## src/rtl/dma_read_engine.sv

```systemverilog
// dma_read_engine: single-outstanding AXI read master that streams a
// contiguous transfer of num_beats beats into an output FIFO. Bursts are
// split at MAX_BURST and at 4 KB boundaries, and an AR is only issued once
// the FIFO has room for the whole burst, so R beats are never back-pressured
// by a full buffer in normal operation.
module dma_read_engine #(
  parameter int ADDR_WIDTH = 64,
  parameter int DATA_WIDTH = 128,
  parameter int MAX_BURST  = 16,
  parameter int FIFO_DEPTH = 32
) (
  input  logic                  clk,
  input  logic                  rstn,
  input  logic                  start,
  input  logic [ADDR_WIDTH-1:0] src_addr,
  input  logic [31:0]           num_beats,
  output logic                  busy,
  output logic                  done,
  output logic                  err_rlast,
  output logic                  arvalid,
  input  logic                  arready,
  output logic [ADDR_WIDTH-1:0] araddr,
  output logic [7:0]            arlen,
  output logic [2:0]            arsize,
  output logic [1:0]            arburst,
  input  logic                  rvalid,
  output logic                  rready,
  input  logic [DATA_WIDTH-1:0] rdata,
  input  logic                  rlast,
  output logic                  m_valid,
  input  logic                  m_ready,
  output logic [DATA_WIDTH-1:0] m_data,
  output logic                  m_last
);

  localparam int BPB = DATA_WIDTH / 8;
  localparam int LB  = $clog2(BPB);
  localparam int PW  = $clog2(FIFO_DEPTH);
  localparam int BW  = $clog2(MAX_BURST) + 1;

  localparam logic [ADDR_WIDTH-1:0] ALIGN_MASK   = {ADDR_WIDTH{1'b1}} << LB;
  localparam logic [31:0]           MAX_BURST_W  = MAX_BURST;
  localparam logic [31:0]           FIFO_DEPTH_W = FIFO_DEPTH;
  localparam logic [BW-1:0]         ONE_B        = 1;

  typedef enum logic [2:0] {IDLE, CALC, ADDR, DATA, DRAIN} state_t;

  state_t                state;
  logic [ADDR_WIDTH-1:0] addr_q;
  logic [31:0]           remaining;
  logic [BW-1:0]         blen_q;
  logic [BW-1:0]         beat_cnt;

  logic [PW:0]           wr_ptr;
  logic [PW:0]           rd_ptr;
  logic [PW:0]           count;
  logic [DATA_WIDTH:0]   mem [FIFO_DEPTH];
  logic [DATA_WIDTH:0]   head;
  logic                  full;
  logic                  empty;
  logic                  push;
  logic                  pop;
  logic                  last_beat;
  logic                  push_last;

  logic [31:0]           to_4k;
  logic [31:0]           blen_calc;
  logic [31:0]           free_slots;
  logic [ADDR_WIDTH-1:0] burst_bytes;

  assign arsize  = 3'(LB);
  assign arburst = 2'b01;
  assign araddr  = addr_q;

  // FIFO status; the extra pointer bit separates full from empty
  assign count  = wr_ptr - rd_ptr;
  assign empty  = (wr_ptr == rd_ptr);
  assign full   = (wr_ptr[PW] != rd_ptr[PW]) && (wr_ptr[PW-1:0] == rd_ptr[PW-1:0]);
  assign head   = mem[rd_ptr[PW-1:0]];

  assign rready  = rstn && (state == DATA) && !full;
  assign m_valid = rstn && !empty;
  assign m_data  = head[DATA_WIDTH-1:0];
  assign m_last  = m_valid && head[DATA_WIDTH];

  assign push      = rvalid && rready;
  assign pop       = m_valid && m_ready;
  assign last_beat = (beat_cnt == ONE_B);
  // remaining is already reduced by the current burst at AR time
  assign push_last = last_beat && (remaining == 32'd0);

  assign burst_bytes = {{(ADDR_WIDTH-BW){1'b0}}, blen_q} << LB;

  // Next burst length: limited by what is left, MAX_BURST and the 4 KB page
  always_comb begin
    to_4k      = (32'd4096 - 32'(addr_q[11:0])) >> LB;
    free_slots = FIFO_DEPTH_W - 32'(count);
    blen_calc  = remaining;
    if (blen_calc > MAX_BURST_W) blen_calc = MAX_BURST_W;
    if (blen_calc > to_4k)       blen_calc = to_4k;
  end

  // Transfer control FSM with registered outputs
  always_ff @(posedge clk) begin
    if (!rstn) begin
      state     <= IDLE;
      busy      <= 1'b0;
      done      <= 1'b0;
      err_rlast <= 1'b0;
      arvalid   <= 1'b0;
      remaining <= '0;
      beat_cnt  <= '0;
    end else begin
      done <= 1'b0;
      case (state)
        IDLE: begin
          if (start) begin
            addr_q    <= src_addr & ALIGN_MASK;
            remaining <= num_beats;
            err_rlast <= 1'b0;
            if (num_beats == 32'd0) begin
              done <= 1'b1;
            end else begin
              busy  <= 1'b1;
              state <= CALC;
            end
          end
        end
        CALC: begin
          // Only ask for a burst the FIFO is guaranteed to absorb
          if (free_slots >= blen_calc) begin
            blen_q  <= blen_calc[BW-1:0];
            arlen   <= 8'(blen_calc - 32'd1);
            arvalid <= 1'b1;
            state   <= ADDR;
          end
        end
        ADDR: begin
          if (arready) begin
            arvalid   <= 1'b0;
            addr_q    <= addr_q + burst_bytes;
            remaining <= remaining - 32'(blen_q);
            beat_cnt  <= blen_q;
            state     <= DATA;
          end
        end
        DATA: begin
          // Beat count, not rlast, ends the burst; rlast is only audited
          if (push) begin
            beat_cnt <= beat_cnt - ONE_B;
            if (rlast != last_beat) err_rlast <= 1'b1;
            if (last_beat) state <= (remaining != 32'd0) ? CALC : DRAIN;
          end
        end
        DRAIN: begin
          if (pop && head[DATA_WIDTH]) begin
            done  <= 1'b1;
            busy  <= 1'b0;
            state <= IDLE;
          end
        end
        default: state <= IDLE;
      endcase
    end
  end

  // FIFO pointers wrap naturally through the extra MSB
  always_ff @(posedge clk) begin
    if (!rstn) begin
      wr_ptr <= '0;
      rd_ptr <= '0;
    end else begin
      if (push) wr_ptr <= wr_ptr + 1'b1;
      if (pop)  rd_ptr <= rd_ptr + 1'b1;
    end
  end

  // FIFO storage: data plus a transfer-last tag per entry
  always_ff @(posedge clk) begin
    if (push) mem[wr_ptr[PW-1:0]] <= {push_last, rdata};
  end

endmodule

```

## config.mk

```make
export PLATFORM = sky130hd
export DESIGN_NAME = dma_read_engine
export DESIGN_NICKNAME = d
export VERILOG_FILES = /design/src/rtl/dma_read_engine.sv
export SDC_FILE = /design/constraint.sdc
export NUM_CORES = 2
export LEC_CHECK = 0
export BUFFER_PORTS_ARGS = -buffer_cell sky130_fd_sc_hd__buf_2
export CAP_MARGIN = 40
export CELL_PAD_IN_SITES_DETAIL_PLACEMENT = 0
export CELL_PAD_IN_SITES_GLOBAL_PLACEMENT = 2
export CORE_MARGIN = 2
export CORE_UTILIZATION = 46
export DETAILED_ROUTE_END_ITERATION = 7
export GPL_TIMING_DRIVEN = 0
export PLACE_DENSITY = 0.8
export SETUP_SLACK_MARGIN = 0.5
export SLEW_MARGIN = 20
export SYNTH_ARGS = -nofsm -noshare
export SYNTH_HDL_FRONTEND = slang
export SYNTH_MEMORY_MAX_BITS = 65536
export SYNTH_SLANG_ARGS = --single-unit
```

## constraint.sdc

```tcl
create_clock -name clk -period 8 [get_ports clk]
set_input_delay 1.2 -clock clk [delete_from_list [all_inputs] [get_ports clk]]
set_output_delay 1.2 -clock clk [all_outputs]
set_load 0.005 [all_outputs]
```

# --- Word-level counts from Yosys, hierarchy flattened ---
# Memory sizes are Yosys's and may differ from the RTL's. A register that Yosys moved wholly into a read port is not among the register bits.
# Cells that the tools add are included.
# Widths: inputs -> output; s select.
op_classes:
  addsub: 9
  multipliers: 0
  div_mod_pow: 0
  magnitude_cmp: 3
  n_eq_ne: 17
  n_shift: 0
  muxes: 39
  n_bitwise: 0
  reduce_logical: 28
op_table:
  columns: ["cell", "count"]
  rows:
  - ["$mux 32", 4]
  - ["$mux 64", 2]
  - ["$pmux 64 s2", 1]
  - ["$add 64x9->64", 1]
  - ["$logic_not 32->1", 2]
  - ["$pmux 32 s2", 1]
  - ["$ge 32x32->1", 1]
  - ["$gt 32x28->1", 1]
  - ["$gt 32x5->1 const B", 1]
  - ["$reduce_bool 32->1", 1]
  - ["$sub 32x5->32", 1]
  - ["$mux 3", 8]
  - ["$mux 5", 4]
  - ["$pmux 3 s5", 1]
  - ["$ne 2x2->1 const B", 7]
  - ["$sub 13x12->14 const A", 1]
  - ["$mux 1", 13]
  - ["$add 6x1->6 const B", 2]
  - ["$reduce_and 3->1", 4]
  - ["$reduce_and 4->1", 3]
  - ["$pmux 5 s2", 1]
  - ["$reduce_bool 2->1", 5]
  - ["$logic_and 1x1->1", 9]
  - ["$pmux 1 s2", 4]
  - ["other kinds (15)", 18]
word_totals:
  register_bits: 133
  latch_bits: 0
  mem_bits_rw: 4128
  rom_bits: 0
  output_inout_bits: 212
  word_cells: 109
  mem_count: 1
memory_table:
  columns: ["name", "words", "word_bits", "read_ports", "rd_clocked_by_memory_dff", "write_ports", "line_no", "source"]
  rows:
  - ["mem", 32, 129, 1, 1, 1, "57", "logic [DATA_WIDTH:0] mem [FIFO_DEPTH];"]

# --- Logic depth before layout (Yosys ltp) ---
logic_depth:
  depth_word: 7
  depth_mapped: 23
  ltp_nobuf: 21

# --- Worst setup path before layout ---
# Ideal clock, no wire load.
synth_timing:
  kind: "input port to flip-flop"
  startpoint: "in rstn"
  endpoint: "mem mem[31][0] (netlist bit), enable pin"
  t_arrival_ps: 7998
  slack_ps: -617
  cell_stages: 7
  n_path_buf: 2
  path_cell_list: "clkbuf_1 inv_2 a311oi_1 and2_1 clkbuf_1 nand2_1 nor2_1"
synth_between:
  elab_chain_cells: 5
synth_rtl:
  columns: ["item", "line_no", "source"]
  rows:
  - ["start, declared", "13", "input logic rstn,"]
  - ["$logic_and 1x1->1 (2 in a row)", "81", "assign rready = rstn && (state == DATA) && !full;"]
  - ["named net rready", "27", "output logic rready,"]
  - ["$logic_and 1x1->1", "86", "assign push = rvalid && rready;"]
  - ["$mux 1", "180", "if (push) mem[wr_ptr[PW-1:0]] <= {push_last, rdata};"]
  - ["$mux 1 (implied by the code)", "180", null]
  - ["end, declared", "57", null]
# The timed path passes the listed nets, and every way through them passes these cells.

# --- Final worst setup path ---
layout_timing:
  startpoint: "reg remaining[23]"
  endpoint: "reg arlen[5], enable pin"
layout_between:
  elab_chain_cells: 6
layout_rtl:
  columns: ["item", "line_no", "source"]
  rows:
  - ["start, declared", "50", "logic [31:0] remaining;"]
  - ["start signal, assigned", "119", "remaining <= num_beats;"]
  - ["start signal, assigned", "142", "remaining <= remaining - 32'(blen_q);"]
  - ["$gt 32x5->1", "99", "if (blen_calc > MAX_BURST_W) blen_calc = MAX_BURST_W;"]
  - ["$mux 32 (*)", "99", null]
  - ["$gt 32x28->1", "100", "if (blen_calc > to_4k) blen_calc = to_4k;"]
  - ["$mux 32 (*)", "100", null]
  - ["named net blen_calc[3]", "67", "logic [31:0] blen_calc;"]
  - ["$ge 32x32->1 (*)", "131", "if (free_slots >= blen_calc) begin"]
  - ["$reduce_and 3->1 (no line) (*)", null, null]
  - ["end signal, assigned", "133", "arlen <= 8'(blen_calc - 32'd1);"]
  - ["end, declared", "23", "output logic [7:0] arlen,"]
# The timed path passes the listed nets; every way through them passes the cells marked *.
# A chain may end at the register's enable or synchronous reset.

==> results.ini <==
[die]
ioPinCount=443
dieArea_sq_um=364000
die_y_um=603.3
initial_core_util_pct=46.10
core_area_sq_um=358400
die_x_um=603.3
rows=220

[synthesis]
syn_inst=7014
syn_avg_cell_area_sq_um=23.55
syn_area_sq_um=165200
ys.flop_type=edfxtp_1
synth_edf_count=4201
yosysSeqAreaShare_pct=77.09
synth.area.top_cells=edfxtp_1 76%, mux4_2 18%, mux2_2 0.88%, dfxtp_1 0.74%, clkbuf_1 0.55%
yosysWarningCount=0
yosysTopAreaCell=edfxtp_1
yosysTopAreaCellShare_pct=76.36
synth_cell_types=71
ys_seq_elements=4262
synthArstFlopShare_pct=0

[worst_hold_path]
hp-start=remaining[7]
min-delay-path-class=flop to flop
hold-path-endpoint=remaining[7]
holdPathStages=2

[routing]
ant_nets=0
wire_per_inst_um=33.01
first_pass_iters=6
drtIter0Drc=10570
drt_wl_total_mm=446.3
vias_per_cell=6.071
via_count=82089
post-route-drc-count=0

[critical_path]
required_ns=8.57
crit_type=flop to flop
reg2reg_to=arlen[5]
critPathMaxStageDelay_ns=0.73
worstPathMaxFanout=9
slowest_stage=mux2i_1
critPathBufInv=4
cp.arrival_ns=7.35
cp_top_family=simple AND/OR/NAND/NOR gates
cp.depth=22
worstReg2RegStart=remaining[23]
endpoint_kind=flop
reg2reg_depth=22
cp_cell_sequence=or4_1, nor3_1, and3_1, buf_4, inv_2, nor2_1, ha_1, nor2b_1, o211ai_1, a21oi_1, o31ai_2, mux2i_1, inv_1, ha_1, nand2_1, or4_1, a21oi_1, nand2_1, mux2i_1, o21ai_0, nor2_1, buf_4
start_kind=flop
ff2ff_setup_slack_ns=1.22

[place]
gp_congestion=0.8452
placed_cell_area_sq_um=182400
dp.final_hpwl_mm=305.1
port_buffers=428

[timing]
final-hold-violation-count=0
holdWs_ns=0.4724
finalCriticalPeriod_ns=6.779
drv_slew=0
rsz0062_at_grt=false
slew_headroom_pct=37.26
fin_crit_sh_pct=84.74
fmax_ghz=0.1475
tightest_slew_ns=0.9411
setup_viol=0
fin_skew_ns=0.1277

[outcome]
outcome=complete, no violations

[layout]
areaGrowthSynthToFinish_pct=18.89
n_fill_cell=26363
final_util_pct=54.81
nNetsFinal=8669
regArea_sq_um=127400
drive_gt1_share_pct=35.05
design_area_sq_um=196400
multiInputGateArea_sq_um=36590

[cts]
insertion_delay_ns=0.99
post-cts-setup-buffer-count=0
cts.path.max_buffers=4
ctsHtreeMaxLevel=5
path_clk_slew_ns=0.06
clock-root-buffer=clkbuf_16
cts_buffers=424
cts_tree=yes
cts.sinks=4262
hold_buffers=0
cts_resized=0

[grt]
grt_max_degree=35
grt_pass1_wl_mm=626.4
grt_antenna_before_repair=58
track_usage_pct=24.32
grt_pass1_vias=82469
grt_overflow=0

[pwr]
ir_drop_uv=206.9
leakagePower_nw=60.42
cellPowerDensity_nw_per_um2=227.7

[run]
maxCapViolations=0

## worst max-delay path by stage
stage | start | endpoint | slack, ns
after global routing | remaining[23] | arlen[7] | 0.74
final | remaining[23] | arlen[5] | 1.22
after global placement | rstn | mem[31][55] | -10.0
after CTS | remaining[23] | arlen[1] | 1.30
after detailed placement | remaining[23] | arlen[1] | 1.39
after floorplan | rstn | mem[31][0] | -0.62
## logic make-up after synthesis
group                    after synthesis  synth area share (%)
AND/OR/NAND/NOR                      493                 1.490
multiplexers                        1427                 18.48
buffers and inverters                420                0.9853
XOR/XNOR                              84                0.4453
AO/OA/AOI/OAI                        258                0.9694
other                                  2              0.004546
adder cells (fa/ha/maj)               68                0.5286
flip-flops                          4262                 77.09
## worst reg2reg max path, stage by stage (launching register included)
cell,delay [ns]
dfxtp_1,0.36
or4_1,0.61
nor3_1,0.64
and3_1,0.27
buf_4,0.16
inv_2,0.06
nor2_1,0.15
ha_1,0.27
nor2b_1,0.14
o211ai_1,0.16
a21oi_1,0.10
o31ai_2,0.69
mux2i_1,0.73
inv_1,0.10
ha_1,0.31
nand2_1,0.04
or4_1,0.42
a21oi_1,0.18
nand2_1,0.07
mux2i_1,0.13
o21ai_0,0.20
nor2_1,0.37
buf_4,0.26
## report_power, final
part	switching [mW]	internal, mW
combinational	0.456	0.127
clock	8.51	11.1
sequential	0.0318	24.5
## per-layer routing
| layer | part of all wire [%] | global-route usage, % | vias to the layer above |
|---|---|---|---|
| met2 | 49 | 39.83 | 4352 |
| li1 | - | - | 32896 |
| met3 | 9.2 | 4.827 | 730 |
| met5 | 0.030 | 0 | - |
| met4 | 3.6 | 8.269 | 22 |
| met1 | 38 | 32.86 | 44089 |
## sequential cells by signal (all words and copies together), names as in the netlist, named ones only
register and count:
araddr 60, state 3, err_rlast 1, wr_ptr 6, busy 1, arlen 8, rd_ptr 6, mem 4128
done 1, beat_cnt 5, blen_q 5, remaining 32, arvalid 1
## through the flow
step | std cells | setup slack [ns] | total power, mW | setup TNS [ns]
global placement | 12249 | -9.996 | 25.57 | -
floorplan | 7048 | -0.6174 | 25.20 | -2432.11
CTS | 13473 | 1.297 | 45.00 | 0
detailed placement | 12692 | 1.391 | 25.62 | 0
finish | 13521 | 1.221 | 44.73 | 0
global route | 13508 | 0.7382 | 45.85 | 0
## Yosys cell counts, drive strengths merged, types with 3 or more instances
cell       n
edfxtp  4201
mux4    1286
clkbuf   244
nor2     130
mux2     129
buf      128
nand2    127
o21ai    100
ha        65
dfxtp     61
a21oi     50
xnor2     50
inv       48
nand3     43
nor3      39
xor2      34
nand4     30
nor4      22
and3      16
or3       16
or4       16
a211oi    14
o21a      14
a21o      12
mux2i     12
or2       12
a31oi     11
a22oi      8
nand2b     7
nor2b      7
and2       6
nand3b     6
o31ai      6
and4       5
o211ai     5
o22ai      5
a41oi      4
nand4b     4
o221a      4
a21boi     3
a221oi     3
a22o       3
fa         3
o311ai     3
or3b       3
## area by class of cell
class | count | share of cell area, %
plain buffers | 372 | 0.7796
multi-input cells | 2366 | 18.63
repair buffers | 896 | 5.631
flip-flops and latches | 4262 | 64.84
diodes | 23 | 0.02930
inverters | 48 | 0.09300
clock buffers | 513 | 5.605
clock inverters | 268 | 1.349
well taps | 4773 | 3.040
## cells in the final DEF, fill, tap and decap left out, drive strengths merged, types with 11 or more instances in the layout
master / n
mux2: 129
a21oi: 50
dfxtp: 61
o21ai: 100
nand4: 30
nor4: 22
edfxtp: 4201
a21o: 12
diode: 23
bufinv: 38
and3: 16
conb: 36
ha: 65
or3: 16
nor2: 130
a211oi: 14
nor3: 39
buf: 1023
xor2: 34
o21a: 14
a31oi: 11
nand3: 43
mux4: 1286
nand2: 127
or4: 16
or2: 12
clkbuf: 758
inv: 59
xnor2: 50
mux2i: 12
clkinv: 209
Note: power is estimated with default switching activity, not from simulation.
